--- src/rtl/tlb_ptw_pkg.sv ---
// Shared definitions for the two-level page-table walker: geometry, PTE bit
// positions, FSM states and PTE classification codes.
package tlb_ptw_pkg;
    localparam int PPN_BITS       = 20;
    localparam int LVL_IDX_BITS   = 10;
    localparam int PTE_BYTES_LOG2 = 2;
    localparam int VPN_BITS       = 2 * LVL_IDX_BITS;

    localparam int PTE_R = 0;
    localparam int PTE_W = 1;
    localparam int PTE_V = 2;
    localparam int PTE_L = 3;

    typedef enum logic [2:0] {
        S_IDLE, S_L1_REQ, S_L1_WAIT, S_L2_REQ, S_L2_WAIT, S_RESP
    } state_e;

    typedef enum logic [1:0] {
        PTE_INVALID, PTE_LEAF, PTE_PTR, PTE_MISALIGNED
    } pte_kind_e;
endpackage

--- src/rtl/tlb_ptw_pte_decode.sv ---
// Combinational PTE classifier and leaf composer. At level 1 a leaf is a
// 4 MiB superpage whose low PPN bits are replaced by the VPN[0] index.
module tlb_ptw_pte_decode
    import tlb_ptw_pkg::*;
(
    input  logic [31:0]             pte,
    input  logic [LVL_IDX_BITS-1:0] vpn0,
    input  logic                    is_l1,
    output pte_kind_e               kind,
    output logic [31:0]             leaf_pte
);
    always_comb begin
        kind = PTE_LEAF;
        if (!pte[PTE_V])
            kind = PTE_INVALID;
        else if (!pte[PTE_L])
            kind = PTE_PTR;
        else if (is_l1 && pte[21:12] != '0)
            kind = PTE_MISALIGNED;
    end

    assign leaf_pte = is_l1 ? {pte[31:22], vpn0, pte[11:0]} : pte;
endmodule

--- src/rtl/tlb_ptw.sv ---
// Two-level hardware page-table walker with a single-outstanding memory port.
// Optional PTW_L1_CACHE_EN keeps the last non-leaf L1 PTE to skip its read.
module tlb_ptw
    import tlb_ptw_pkg::*;
(
    input  logic                clk,
    input  logic                rst,
    input  logic                ptw_req_valid_i,
    output logic                ptw_req_ready_o,
    input  logic [31:0]         ptw_vaddr_i,
    output logic                ptw_resp_valid_o,
    input  logic                ptw_resp_ready_i,
    output logic [31:0]         ptw_pte_o,
    input  logic [PPN_BITS-1:0] satp_ppn_i,
    input  logic                flush_i,
    output logic                mem_req_valid_o,
    input  logic                mem_req_ready_i,
    output logic [31:0]         mem_addr_o,
    input  logic                mem_resp_valid_i,
    output logic                mem_resp_ready_o,
    input  logic [31:0]         mem_rdata_i
);
    state_e                state, state_nx;
    logic [VPN_BITS-1:0]   vpn_q;
    logic [PPN_BITS-1:0]   satp_q, base_q;
    logic [31:0]           pte_q;
    pte_kind_e             kind;
    logic [31:0]           leaf_pte;
    logic                  cache_hit;
    logic [PPN_BITS-1:0]   cache_base;

    tlb_ptw_pte_decode u_dec (
        .pte      (mem_rdata_i),
        .vpn0     (vpn_q[LVL_IDX_BITS-1:0]),
        .is_l1    (state == S_L1_WAIT),
        .kind     (kind),
        .leaf_pte (leaf_pte)
    );

`ifdef PTW_L1_CACHE_EN
    logic                           cache_vld;
    logic [PPN_BITS+LVL_IDX_BITS-1:0] cache_tag;
    logic                           cache_fill;
    logic                           unused_bits;

    // Hit is evaluated on the incoming request so a hit goes straight to L2.
    assign cache_hit  = cache_vld && !flush_i &&
                        cache_tag == {satp_ppn_i, ptw_vaddr_i[31:22]};
    assign cache_fill = state == S_L1_WAIT && mem_resp_valid_i && kind == PTE_PTR;
    assign unused_bits = ^ptw_vaddr_i[11:0];

    always_ff @(posedge clk) begin
        if (!rst) begin
            cache_vld  <= 1'b0;
            cache_tag  <= '0;
            cache_base <= '0;
        end else if (flush_i) begin
            cache_vld  <= 1'b0;
        end else if (cache_fill) begin
            cache_vld  <= 1'b1;
            cache_tag  <= {satp_q, vpn_q[VPN_BITS-1:LVL_IDX_BITS]};
            cache_base <= mem_rdata_i[31:12];
        end
    end
`else
    logic unused_bits;

    assign cache_hit   = 1'b0;
    assign cache_base  = '0;
    assign unused_bits = ^{ptw_vaddr_i[11:0], flush_i};
`endif

    always_ff @(posedge clk) begin
        if (!rst) begin
            state  <= S_IDLE;
            vpn_q  <= '0;
            satp_q <= '0;
            base_q <= '0;
            pte_q  <= '0;
        end else begin
            state <= state_nx;
            case (state)
                S_IDLE: if (ptw_req_valid_i) begin
                    vpn_q  <= ptw_vaddr_i[31:12];
                    satp_q <= satp_ppn_i;
                    if (cache_hit) base_q <= cache_base;
                end
                S_L1_WAIT: if (mem_resp_valid_i) begin
                    if (kind == PTE_PTR) base_q <= mem_rdata_i[31:12];
                    else pte_q <= (kind == PTE_LEAF) ? leaf_pte : '0;
                end
                // A pointer at the last level is a fault, like an invalid PTE.
                S_L2_WAIT: if (mem_resp_valid_i)
                    pte_q <= (kind == PTE_LEAF) ? leaf_pte : '0;
                default: ;
            endcase
        end
    end

    always_comb begin
        state_nx         = state;
        ptw_req_ready_o  = 1'b0;
        ptw_resp_valid_o = 1'b0;
        mem_req_valid_o  = 1'b0;
        mem_resp_ready_o = 1'b0;
        mem_addr_o       = '0;
        ptw_pte_o        = pte_q;
        case (state)
            S_IDLE: begin
                ptw_req_ready_o = rst;
                if (ptw_req_valid_i) state_nx = cache_hit ? S_L2_REQ : S_L1_REQ;
            end
            S_L1_REQ: begin
                mem_req_valid_o = 1'b1;
                mem_addr_o = {satp_q, vpn_q[VPN_BITS-1:LVL_IDX_BITS], {PTE_BYTES_LOG2{1'b0}}};
                if (mem_req_ready_i) state_nx = S_L1_WAIT;
            end
            S_L1_WAIT: begin
                mem_resp_ready_o = 1'b1;
                if (mem_resp_valid_i) state_nx = (kind == PTE_PTR) ? S_L2_REQ : S_RESP;
            end
            S_L2_REQ: begin
                mem_req_valid_o = 1'b1;
                mem_addr_o = {base_q, vpn_q[LVL_IDX_BITS-1:0], {PTE_BYTES_LOG2{1'b0}}};
                if (mem_req_ready_i) state_nx = S_L2_WAIT;
            end
            S_L2_WAIT: begin
                mem_resp_ready_o = 1'b1;
                if (mem_resp_valid_i) state_nx = S_RESP;
            end
            S_RESP: begin
                ptw_resp_valid_o = 1'b1;
                if (ptw_resp_ready_i) state_nx = S_IDLE;
            end
            default: state_nx = S_IDLE;
        endcase
    end
endmodule

--- config.mk ---
export PLATFORM = sky130hd
export DESIGN_NAME = tlb_ptw
export DESIGN_NICKNAME = d
export VERILOG_FILES = /design/src/rtl/tlb_ptw_pkg.sv /design/src/rtl/tlb_ptw_pte_decode.sv /design/src/rtl/tlb_ptw.sv
export SDC_FILE = /design/constraint.sdc
export NUM_CORES = 1
export LEC_CHECK = 0
export ABC_CLOCK_PERIOD_IN_PS = 3600
export CAP_MARGIN = 10
export CORE_MARGIN = 2
export CORE_UTILIZATION = 42
export DETAILED_ROUTE_END_ITERATION = 8
export PLACE_DENSITY_LB_ADDON = 0.08
export SYNTH_ARGS = -nofsm -noshare
export SYNTH_HDL_FRONTEND = slang
export SYNTH_SLANG_ARGS = --single-unit
--- constraint.sdc ---
create_clock -name clk -period 3.6 [get_ports clk]
set_input_delay 0.72 -clock clk [delete_from_list [all_inputs] [get_ports clk]]
set_output_delay 0.72 -clock clk [all_outputs]
set_load 0.01 [all_outputs]
==> out/results.ini <==
[die]
die-area_um2=10500
io-pin-count=159
start_util_pct=43.7
die_w_um=102
die_y_um=102
fp-row-count=35
core_um2=9280

[sta]
final.min_clock_period_ns=3.10
max_freq_ghz=0.322
tightest_slew_ns=1.10
period_share_pct=86.2
fin_tns_setup_ns=0
fin_skew_ns=0.00693
finalSetupViolations=0
final_hold_viol_count=0
rsz0062_at_grt=false
final-max-slew-violation-count=0
slew_headroom_pct=26.5

[synth]
ys_types=36
yosysTopAreaCell=dfxtp_1
yosys_warnings=0
synth_top_family_by_area=compound AO/OA/AOI/OAI gates
avgSynthCellArea_um2=8.87
muxShareOfSynthArea_pct=10.4
syn-cell-area_um2=4050
ys_ff_latch=95
yosys.area_share.simple_pct=18.4
ys_seq_area_share_pct=46.9
syn_inst=457
synth-xor-area-share_pct=0.216
synth_fa_ha_area_share_pct=0
synth_top_area_share_pct=46.9
synth_compound_area_share_pct=19.5
synth_area_leaders=dfxtp_1, nand2_1, a21boi_1, mux2i_1, a22o_1

[clock_network]
path_clk_slew_ns=0.09
cts_resized=0
postCtsHoldBufs=0
cts_tree=yes
clock_sinks=95
cts_max_path_buffers=2
root_buffer=clkbuf_8
cts_made_buffers=9
cts_setup_buffers=0
htree_levels=3
clock_latency_ns=0.35

[detailed_routing]
wl_um=10700
drcViolationCount=0
firstDrtPassIters=4
viasPerCell=4.91
num_vias=3520
drt-initial-drc-count=110
drtAntennaViolNets=0
wl_per_cell_um=15.0

[finish]
post-route-util_pct=61.7
n_antenna_cell=0
finalNetCount=674
area_growth_pct=41.3
drive_above_1_share_pct=5.61

[power]
p_leak_uw=0.00205
p_per_area_nw_per_um2=386
vdd_drop_max_mv=0.238

[setup_path]
crit_buf_inv=2
critPathCaptureType=output pin
setup.worst_path.class=reg2out
crit_start=state[1]
start_kind=flop
path_delay_family=flip-flops
crit_chain=buf_4 > mux2i_1 > nor2_1 > clkdlybuf4s50_1
slowest_delay_ns=0.89
worstPathRequired_ns=2.88
worst_ep_arrival_time_ns=2.38
path_max_fanout=29
cpMaxStageDelayCell=dfxtp_2
r2r_start=state[1]

[job]
drv_cap=0

[placed_design]
gp_congestion=0.837
portBuffers=143
hpwl_um=7610

[global_routing]
grt_pass1_vias=3270
overflow=0
grt_pass1_wl_um=16400
antenna_found_initial=0
grt_use_total_pct=20.3
grt_max_degree=67

[min_path]
hp-start=vpn_q[19]
min_path_type=reg2reg

[run_status]
status=finished, final reports clean

-- routing by layer --
metal	part of all wire, %	GRT usage (%)	wire length [um]	vias up
met2	47	32.6	5010	93
li1	-	-	-	1787
met5	0	0	0	-
met4	1.1	6.15	123	0
met3	5.0	3.76	535	13
met1	47	28.0	5060	1627
-- power breakdown --
| group | internal, uW | total, uW | leakage [uW] | switching [uW] |
|---|---|---|---|---|
| Combinational | 201 | 389 | 0.00119 | 187 |
| Clock | 322 | 680 | 0.0000895 | 358 |
| Sequential | 1100 | 1140 | 0.000772 | 44.6 |
| Total | 1620 | 2210 | 0.00205 | 590 |
-- cell families (layout without fill, tap and decap cells) --
group	Yosys count	in the layout
buffers and inverters	39	169
other	1	2
AND/OR/NAND/NOR	179	179
flip-flops	95	95
multiplexers	41	41
AO/OA/AOI/OAI	101	101
XOR/XNOR	1	1
-- worst paths after layout --
| kind | end | slack (ns) | cells past startpoint |
|---|---|---|---|
| hold reg to reg | vpn_q[19] | 0.46 | 2 |
| hold / removal | vpn_q[19] | 0.46 | 2 |
| setup / recovery | mem_addr_o[19] | 0.50 | 4 |
| setup reg to reg | ptw_pte_o[11] | 1.07 | 4 |
-- cell usage after synthesis, drive strengths merged --
master  number
nand2      123
xor2         1
or4          2
or4b         1
mux2        10
conb         1
o21ai        1
nor2b        2
nor4         1
and2b        1
a31oi        1
a21boi      60
o41ai        1
a21oi        3
a22o        30
nand3b       1
nor2        34
or2b         1
nor3b        1
and3         1
o41a         1
nand3        3
a21o         2
dfxtp       95
buf          8
clkbuf      29
inv          2
nand2b       3
a211oi       1
nor3         2
and2         3
o21a         1
mux2i       31
-- final cells by class --
cell class,instances,area (um^2)
clock inverter,5,58.8
fill,847,3550
timing repair buffer,151,1490
multi-input combinational,324,1980
tap,129,161
clock buffer,11,131
sequential,95,1900
inverter,2,7.51
-- placed cells by master, fill, tap and decap left out, types with 2 or more instances in the layout --
master and instances:
conb_1 2, clkbuf_8 9, clkbuf_1 2, clkdlybuf4s50_1 142
or4_1 2, nand2_1 123, dfxtp_1 94, inv_2 2
mux2i_1 31, nand2b_1 3, mux2_1 5, a21oi_1 3
and2_1 3, a21boi_1 60, nor2b_1 2, buf_4 8
nor2_1 34, mux2_2 5, a21o_1 2, nor3_1 2
clkinvlp_4 2, nand3_1 3, a22o_1 30
-- worst min-delay path, cell delays in order, from the launching register on --
cell	delay (ns)
dfxtp_1	0.31
nand2_1	0.05
a21boi_1	0.05
-- state kept, by name (all words and copies together) (netlist names) --
signal	cells
ptw_pte_o	32
vpn_q	20
satp_q	20
base_q	20
state	3
-- through the flow --
step	worst slack [ns]	hold WS (ns)	std cells	instance area, um^2	power [uW]
after floorplan	1.27	0.434	458	4060	1370
after global placement	0.701	0.433	701	5540	1550
after detailed placement	0.678	0.444	701	5540	1560
after CTS	0.473	0.457	717	5730	2240
after global routing	0.392	0.470	717	5730	2320
final	0.496	0.456	717	5730	2210
Power figures use the tool's default switching activity.
